File: src/rtl/tri_project_sched.sv
// Triangle projection sequencer: fetches triangles, holds the combinational
// projection unit inputs for a settle window, drops clipped results, emits the rest.
module tri_project_sched #(
  parameter int WIIA   = 8,
  parameter int WIFA   = 8,
  parameter int WOI    = 12,
  parameter int SETTLE = 4,
  parameter int AW     = 10,
  localparam int W     = WIIA + WIFA
) (
  input  logic                      clk,
  input  logic                      rst_n,
  input  logic                      start,
  input  logic [AW:0]               num_tris,
  input  logic [15:0][W-1:0]        mvp_in,
  output logic                      tri_rd,
  output logic [AW-1:0]             tri_addr,
  input  logic [2:0][3:0][W-1:0]    tri_data,
  output logic [3:0][W-1:0]         pu_vertex_a,
  output logic [3:0][W-1:0]         pu_vertex_b,
  output logic [3:0][W-1:0]         pu_vertex_c,
  output logic [15:0][W-1:0]        pu_mvp,
  input  logic [1:0][WOI-1:0]       pu_V1,
  input  logic [1:0][WOI-1:0]       pu_V2,
  input  logic [1:0][WOI-1:0]       pu_V3,
  input  logic                      pu_clip,
  input  logic [2:0][35:0]          pu_proj_vertex,
  output logic                      out_valid,
  input  logic                      out_ready,
  output logic [2:0][35:0]          out_tri,
  output logic                      busy,
  output logic                      done,
  output logic [AW:0]               tri_drawn,
  output logic [AW:0]               tri_clipped
);

  localparam int CW = (SETTLE > 1) ? $clog2(SETTLE) : 1;

  typedef enum logic [2:0] {
    S_IDLE, S_FETCH, S_WAIT, S_SETTLE, S_EMIT, S_DONE
  } state_t;

  state_t                    state, state_nxt;
  logic [AW:0]               num_q;
  logic [AW-1:0]             idx;
  logic [CW-1:0]             cnt;
  logic [2:0][3:0][W-1:0]    vtx_q;
  logic                      last, settle_end, hs;

  // Screen-space x/y are carried inside pu_proj_vertex; the separate buses are informational.
  logic unused_pu_v;
  assign unused_pu_v = ^{pu_V1, pu_V2, pu_V3};

  assign last       = ({1'b0, idx} == (num_q - 1'b1));
  assign settle_end = (state == S_SETTLE) && (cnt == '0);
  assign hs         = (state == S_EMIT) && out_ready;

  assign tri_addr    = idx;
  assign pu_vertex_a = vtx_q[0];
  assign pu_vertex_b = vtx_q[1];
  assign pu_vertex_c = vtx_q[2];

  // State register
  always_ff @(posedge clk or negedge rst_n) begin
    if (!rst_n) state <= S_IDLE;
    else        state <= state_nxt;
  end

  // Next-state logic
  always_comb begin
    state_nxt = state;
    case (state)
      S_IDLE:   if (start) state_nxt = (num_tris == '0) ? S_DONE : S_FETCH;
      S_FETCH:  state_nxt = S_WAIT;
      S_WAIT:   state_nxt = S_SETTLE;
      S_SETTLE: if (cnt == '0) begin
                  if (!pu_clip)  state_nxt = S_EMIT;
                  else if (last) state_nxt = S_DONE;
                  else           state_nxt = S_FETCH;
                end
      S_EMIT:   if (out_ready) state_nxt = last ? S_DONE : S_FETCH;
      S_DONE:   state_nxt = S_IDLE;
      default:  state_nxt = S_IDLE;
    endcase
  end

  // Outputs decoded from state
  always_comb begin
    tri_rd    = 1'b0;
    out_valid = 1'b0;
    done      = 1'b0;
    busy      = (state != S_IDLE);
    case (state)
      S_FETCH: tri_rd    = 1'b1;
      S_EMIT:  out_valid = 1'b1;
      S_DONE:  done      = 1'b1;
      default: ;
    endcase
  end

  // Datapath: the projection unit inputs only move at start / WAIT_DATA so the
  // combinational unit sees stable operands for the whole settle window.
  always_ff @(posedge clk or negedge rst_n) begin
    if (!rst_n) begin
      num_q       <= '0;
      idx         <= '0;
      cnt         <= '0;
      vtx_q       <= '0;
      pu_mvp      <= '0;
      out_tri     <= '0;
      tri_drawn   <= '0;
      tri_clipped <= '0;
    end else begin
      if (state == S_IDLE && start) begin
        num_q       <= num_tris;
        pu_mvp      <= mvp_in;
        idx         <= '0;
        tri_drawn   <= '0;
        tri_clipped <= '0;
      end
      if (state == S_WAIT) begin
        vtx_q <= tri_data;
        cnt   <= CW'(SETTLE - 1);
      end
      if (state == S_SETTLE && cnt != '0) cnt <= cnt - 1'b1;
      if (settle_end) begin
        out_tri <= pu_proj_vertex;
        if (pu_clip) begin
          tri_clipped <= tri_clipped + 1'b1;
          if (!last) idx <= idx + 1'b1;
        end
      end
      if (hs) begin
        tri_drawn <= tri_drawn + 1'b1;
        if (!last) idx <= idx + 1'b1;
      end
    end
  end

endmodule

File: config.mk
export PLATFORM = sky130hd
export DESIGN_NAME = tri_project_sched
export DESIGN_NICKNAME = d
export VERILOG_FILES = /design/src/rtl/tri_project_sched.sv
export SDC_FILE = /design/constraint.sdc
export NUM_CORES = 1
export LEC_CHECK = 0
export ABC_AREA = 1
export BUFFER_PORTS_ARGS = -buffer_cell sky130_fd_sc_hd__buf_2
export CORE_AREA = 2 2 480 482
export DETAILED_ROUTE_END_ITERATION = 7
export DIE_AREA = 0 0 482 484
export PLACE_DENSITY = 0.3
export SLEW_MARGIN = 25
export SYNTH_ARGS = -nofsm -noshare
export SYNTH_HDL_FRONTEND = slang
export SYNTH_SLANG_ARGS = --single-unit
File: constraint.sdc
create_clock -name clk -period 2.2 [get_ports clk]
set_input_delay 0.44 -clock clk [delete_from_list [all_inputs] [get_ports clk]]
set_output_delay 0.44 -clock clk [all_outputs]
set_load 0.005 [all_outputs]
# Word level (Yosys, flattened, before mapping)
# Cells that the tools add are included.
dict set report word_totals {
  word_cells 86
  regBits 604
  output_inout_bits 592
  inputBits 644
}
dict set report op_classes {
  n_addsub 5
  eq_ne 9
  reduce_logical 12
  mux 23
}
# cell n
set op_table {}
lappend op_table {{$mux 10} 6}
lappend op_table {{$mux 11} 5}
lappend op_table {{$add 11x1->11 const B} 2}
lappend op_table {{$mux 3} 6}
lappend op_table {{$pmux 3 s5} 1}
lappend op_table {{$eq 10x11->1} 1}
lappend op_table {{$logic_not 11->1} 1}
lappend op_table {{$sub 11x1->11 const B} 1}
lappend op_table {{$add 10x1->10 const B} 1}
lappend op_table {{$eq 3x2->1 const B} 2}
lappend op_table {{$eq 3x3->1 const B} 2}
lappend op_table {{$reduce_bool 2->1} 3}
lappend op_table {{$logic_and 1x1->1} 4}
lappend op_table {{$mux 2} 2}
lappend op_table {{$ne 2x2->1 const B} 2}
lappend op_table {{$eq 3x1->1 const B} 1}
lappend op_table {{$logic_not 3->1} 1}
lappend op_table {{$mux 1} 3}
lappend op_table {{$reduce_and 3->1} 1}
lappend op_table {{$reduce_bool 3->1} 1}
lappend op_table {{$logic_not 2->1} 1}
lappend op_table {{$ne 2x1->1 const B} 1}
lappend op_table {{$sub 2x1->2 const B} 1}

# Depth between registers and ports, before layout
dict set report logic_depth {
  word_depth 8
  depth_mapped 15
  ltp_nobuf 15
}

# Worst setup path after synthesis
# No wires, ideal clock.
dict set report synth_path {
  kind {register -> register}
  from {register num_q[0]}
  to {register idx[9], in the netlist tri_addr[9]}
  arrival_ns 1.644
  path_slack_ns 0.440
  path_stages_with_launch 14
  period_less_slack_ns 1.760
  cell_sequence {dfrtp_1 > inv_1 > ha_1 > nand2_1 > nor2_1 > nand3_1 > nand2_1 > inv_1 > nor2_1 > nand3_2 > o21ai_1 > nand3_1 > nand2_1 > nand2_1}
}
dict set report synth_via {
  elab_chain_len 7
}
# item line
set synth_lines {}
lappend synth_lines {{from (decl)} 44} ;# logic [AW:0] num_q;
lappend synth_lines {{from (signal assigned)} 115} ;# num_q <= num_tris;
lappend synth_lines {{$sub 11x1->11 (*)} 54} ;# assign last = ({1'b0, idx} == (num_q - 1'b1));
lappend synth_lines {{$eq 10x11->1 (*)} 54}
lappend synth_lines {{$mux 10} 130} ;# if (!last) idx <= idx + 1'b1;
lappend synth_lines {{$mux 10} 128} ;# if (pu_clip) begin
lappend synth_lines {{$mux 10} 126} ;# if (settle_end) begin
lappend synth_lines {{$mux 10} 135} ;# if (!last) idx <= idx + 1'b1;
lappend synth_lines {{$mux 10 (*)} 133} ;# if (hs) begin
lappend synth_lines {{to (signal assigned)} 130}
lappend synth_lines {{to (signal assigned)} 135}
lappend synth_lines {{to (decl)} 45} ;# logic [AW-1:0] idx;
# Every way passes the cells marked *; elsewhere a longest branch is shown, timed or not.
# A chain may end at the register's enable or synchronous reset.

# Worst setup path in the final report
dict set report layout_path {
  from {register state[0]}
  to {output port tri_rd}
}
dict set report layout_via {
  elab_chain_len 2
}
# item line
set layout_lines {}
lappend layout_lines {{from (decl)} 43} ;# state_t state, state_nxt;
lappend layout_lines {{from (signal assigned)} 66} ;# else state <= state_nxt;
lappend layout_lines {{$eq 3x1->1} 93} ;# case (state)
lappend layout_lines {{$mux 1} 93}
lappend layout_lines {{to (decl)} 16} ;# output logic tri_rd,
# Every way passes these cells.

==> impl_metrics.tcl <==
set metrics [dict create \
    outcome "complete, no violations" \
    grt_pass1_wl_um 198000 \
    drc_errors 0 \
    r2r_cells 13 \
    die_height_um 484 \
    path_cells "buf_6 > inv_2 > or2_4 > nor2_4 > buf_6" \
    io_pins 1236 \
    crit_type "flop to output port" \
    cp-end-kind "output port" \
    cp.required_ns 1.76 \
    endpoint "tri_rd" \
    cts.path.max_buffers 3 \
    synth_top_area_share_pct 63.6 \
    grt_pass1_vias 25400 \
    port_buffers 1163 \
    insertion_delay_ns 0.73 \
    ir_drop_mv 0.662 \
    crit_arrival_ns 1.67 \
    overflow 0 \
    finalSetupViolCount 0 \
    fin_nets 5009 \
    clock_skew_ns 0.0600 \
    core_um2 229000 \
    crit_start "state[0]$_DFFE_PN0P_" \
    relSlewSlack_pct 66.7 \
    power_w 0.0556 \
    fillers 25900 \
    syn_inst 2565 \
    place_congestion 0.803 \
    yosysWarnings 0 \
    yosysTopAreaCell "dfrtp_1" \
    row_count 176 \
    worstMarginPinSlew_ns 0.499 \
    dp_hpwl_um 115000 \
    cpPeakStageDelay_ns 0.36 \
    finalMaxSlewViolations 0 \
    drive_gt1_share_pct 35.2 \
    max_cap_violations 0 \
    cp_max_fo 2 \
    hold_viol 0 \
    period_share_pct 95.7 \
    r2r_slack_ns 0.20 \
    final_common_cell "nand2_1" \
    synthSimpleGateAreaFrac_pct 25.6 \
    mappedNetlistArea_um2 23800 \
    grt_max_degree 82 \
    finalCriticalPeriod_ns 2.11 \
    wl_per_cell_um 19.3 \
    crit_path_top_delay_cell "dfrtp_1" \
    ys_types 46 \
    avgSynthCellArea_um2 9.27 \
    synth_xor_area_share_pct 0.332 \
    ant_nets 0 \
    fin_util_pct 18.7 \
    vias_per_cell 3.24 \
    synth_adder_area_share_pct 0.263 \
    grt_usage_pct 11.9 \
    hp-class "input pin to flop" \
    cts_tree "built" \
    power_density_nw_per_um2 1300 \
    clock.fmax_mhz 475 \
    cpMostUsedCell "buf_6" \
    antenna_found_initial 46 \
    grt_setup_unrepaired "true" \
    routed-via-count 24200 \
    min_delay_path_depth 3 \
    startpoint_type "flop" \
    synth_top_family_by_area "simple AND/OR/NAND/NOR gates" \
    synth_nets 3214 \
    first_pass_iters 5 \
    root_buffer "clkbuf_16" \
    synth_area_leaders "dfrtp_1 64%, nand2_1 23%, mux2_2 5.1%" \
    mostFrequentLayoutCells "1471 x nand2_1, 1158 x buf_2, 603 x dfrtp_1, 553 x dlygate4sd3_1, 108 x mux2_2" \
    synth_mux_area_share_pct 5.20 \
    r2r-start "num_q[1]$_DFFE_PN0P_" \
    numCtsBuffers 85 \
    die_x_um 482 \
    ys_seq_elements 604 \
    detail_route.wirelength_um 144000 \
    clkTransAtPathRegs_ns 0.05 \
    dr.first_iter.drc_count 847 \
    clock_sinks 604 \
    fp.dieArea_um2 233000 \
    cts_htree_levels 3 \
    yosysSeqAreaShare_pct 63.6 \
    r2r-end "tri_addr[8]$_DFF_PN0_" \
    syn2layout_area_growth_pct 79.4 \
    initial_core_util_pct 10.4 \
    synth-compound-area-share_pct 1.72 \
    p_leak_nw 22.0 \
]
-- stage by stage --
stage	area (um^2)	cells	TNS (ns)	worst slack [ns]	hold slack, ns
after floorplan	23800	2565	0	0.440	0.144
after global placement	34100	6741	0	0.119	0.346
after detailed placement	34100	6741	0	0.156	0.350
after CTS	42600	7452	-0.128	-0.0751	0.00114
after global routing	42700	7458	-0.0769	-0.0438	0.0312
final	42700	7460	0	0.0945	0.0802
-- registers in the layout, summed over array words and instances (netlist names), 3 cells and up --
| signal | flops |
|---|---|
| state | 3 |
| pu_vertex_a | 64 |
| pu_vertex_c | 64 |
| tri_clipped | 11 |
| pu_mvp | 256 |
| pu_vertex_b | 64 |
| tri_addr | 10 |
| num_q | 11 |
| out_tri | 108 |
| tri_drawn | 11 |
-- kinds of logic after synthesis --
kind of cell | Yosys count
simple gates | 1581
buf+inv | 190
flops | 604
fa+ha+maj | 5
xor+xnor | 9
mux | 110
compound gates | 66
-- how the worst min path moves through the flow --
stage                                    endpoint   startpoint  slack [ns]
after CTS                 pu_mvp[181]$_DFFE_PN0P_  mvp_in[181]       0.001
after floorplan                cnt[0]$_DFFE_PN0P_        rst_n        0.14
after global routing      pu_mvp[181]$_DFFE_PN0P_  mvp_in[181]        0.03
final                     pu_mvp[181]$_DFFE_PN0P_  mvp_in[181]        0.08
after global placement     pu_mvp[23]$_DFFE_PN0P_        rst_n        0.35
after detailed placement   pu_mvp[81]$_DFFE_PN0P_        rst_n        0.35
-- timing repair --
item	CTS	global route
gates resized for setup	17	3
hold buffers	553	0
pin swaps	3	3
endpoints found under the setup margin	3	10
endpoints found under the hold margin	741	0
setup buffers	4	1
-- where the power goes --
part	leakage [nW]	internal, W	switching (W)
logic	13.1	0.00896	0.0129
registers	7.47	0.0163	0.00287
clock network	1.41	0.00846	0.00601
-- Yosys cell counts, drive strengths merged --
| cell | count |
|---|---|
| a21boi | 5 |
| mux2i | 2 |
| o32ai | 2 |
| a32o | 1 |
| mux2 | 108 |
| xnor2 | 1 |
| nand3 | 35 |
| clkbuf | 67 |
| nor3b | 1 |
| dfrtp | 604 |
| o22ai | 3 |
| o21ai | 32 |
| and2 | 1 |
| o31ai | 1 |
| nor2 | 48 |
| a31oi | 3 |
| o2111ai | 1 |
| ha | 5 |
| nand3b | 1 |
| a22oi | 1 |
| buf | 53 |
| nand4 | 4 |
| xor2 | 8 |
| inv | 69 |
| or2 | 7 |
| o31a | 1 |
| a21oi | 10 |
| clkinv | 1 |
| nor3 | 6 |
| nor4 | 4 |
| nand2 | 1474 |
| o211ai | 6 |
-- metal layers --
metal / vias up / part of all wire [%] / global-route usage [%]
met1: 11600 / 40 / 13.7
li1: 11500 / - / -
met3: 185 / 8.5 / 4.47
met4: 18 / 2.2 / 2.92
met2: 849 / 49 / 20.7
met5: - / 0.081 / 0
-- critical path: cells and delay by family (launching register included) --
kind	cells	cell delay, ns
buf+inv	3	0.28
flops	1	0.36
simple gates	2	0.36
-- area by class of cell --
| type | instances | area [um^2] | area share (%) |
|---|---|---|---|
| Clock inverter | 31 | 454 | 1.06 |
| Antenna cell | 7 | 17.5 | 0.0411 |
| Inverter | 70 | 275 | 0.645 |
| Multi-Input combinational cell | 1771 | 7940 | 18.6 |
| Timing Repair Buffer | 1828 | 12600 | 29.6 |
| Sequential cell | 604 | 15100 | 35.4 |
| Clock buffer | 123 | 2460 | 5.77 |
| Tap cell | 3026 | 3790 | 8.87 |
Power figures use the tool's default switching activity.
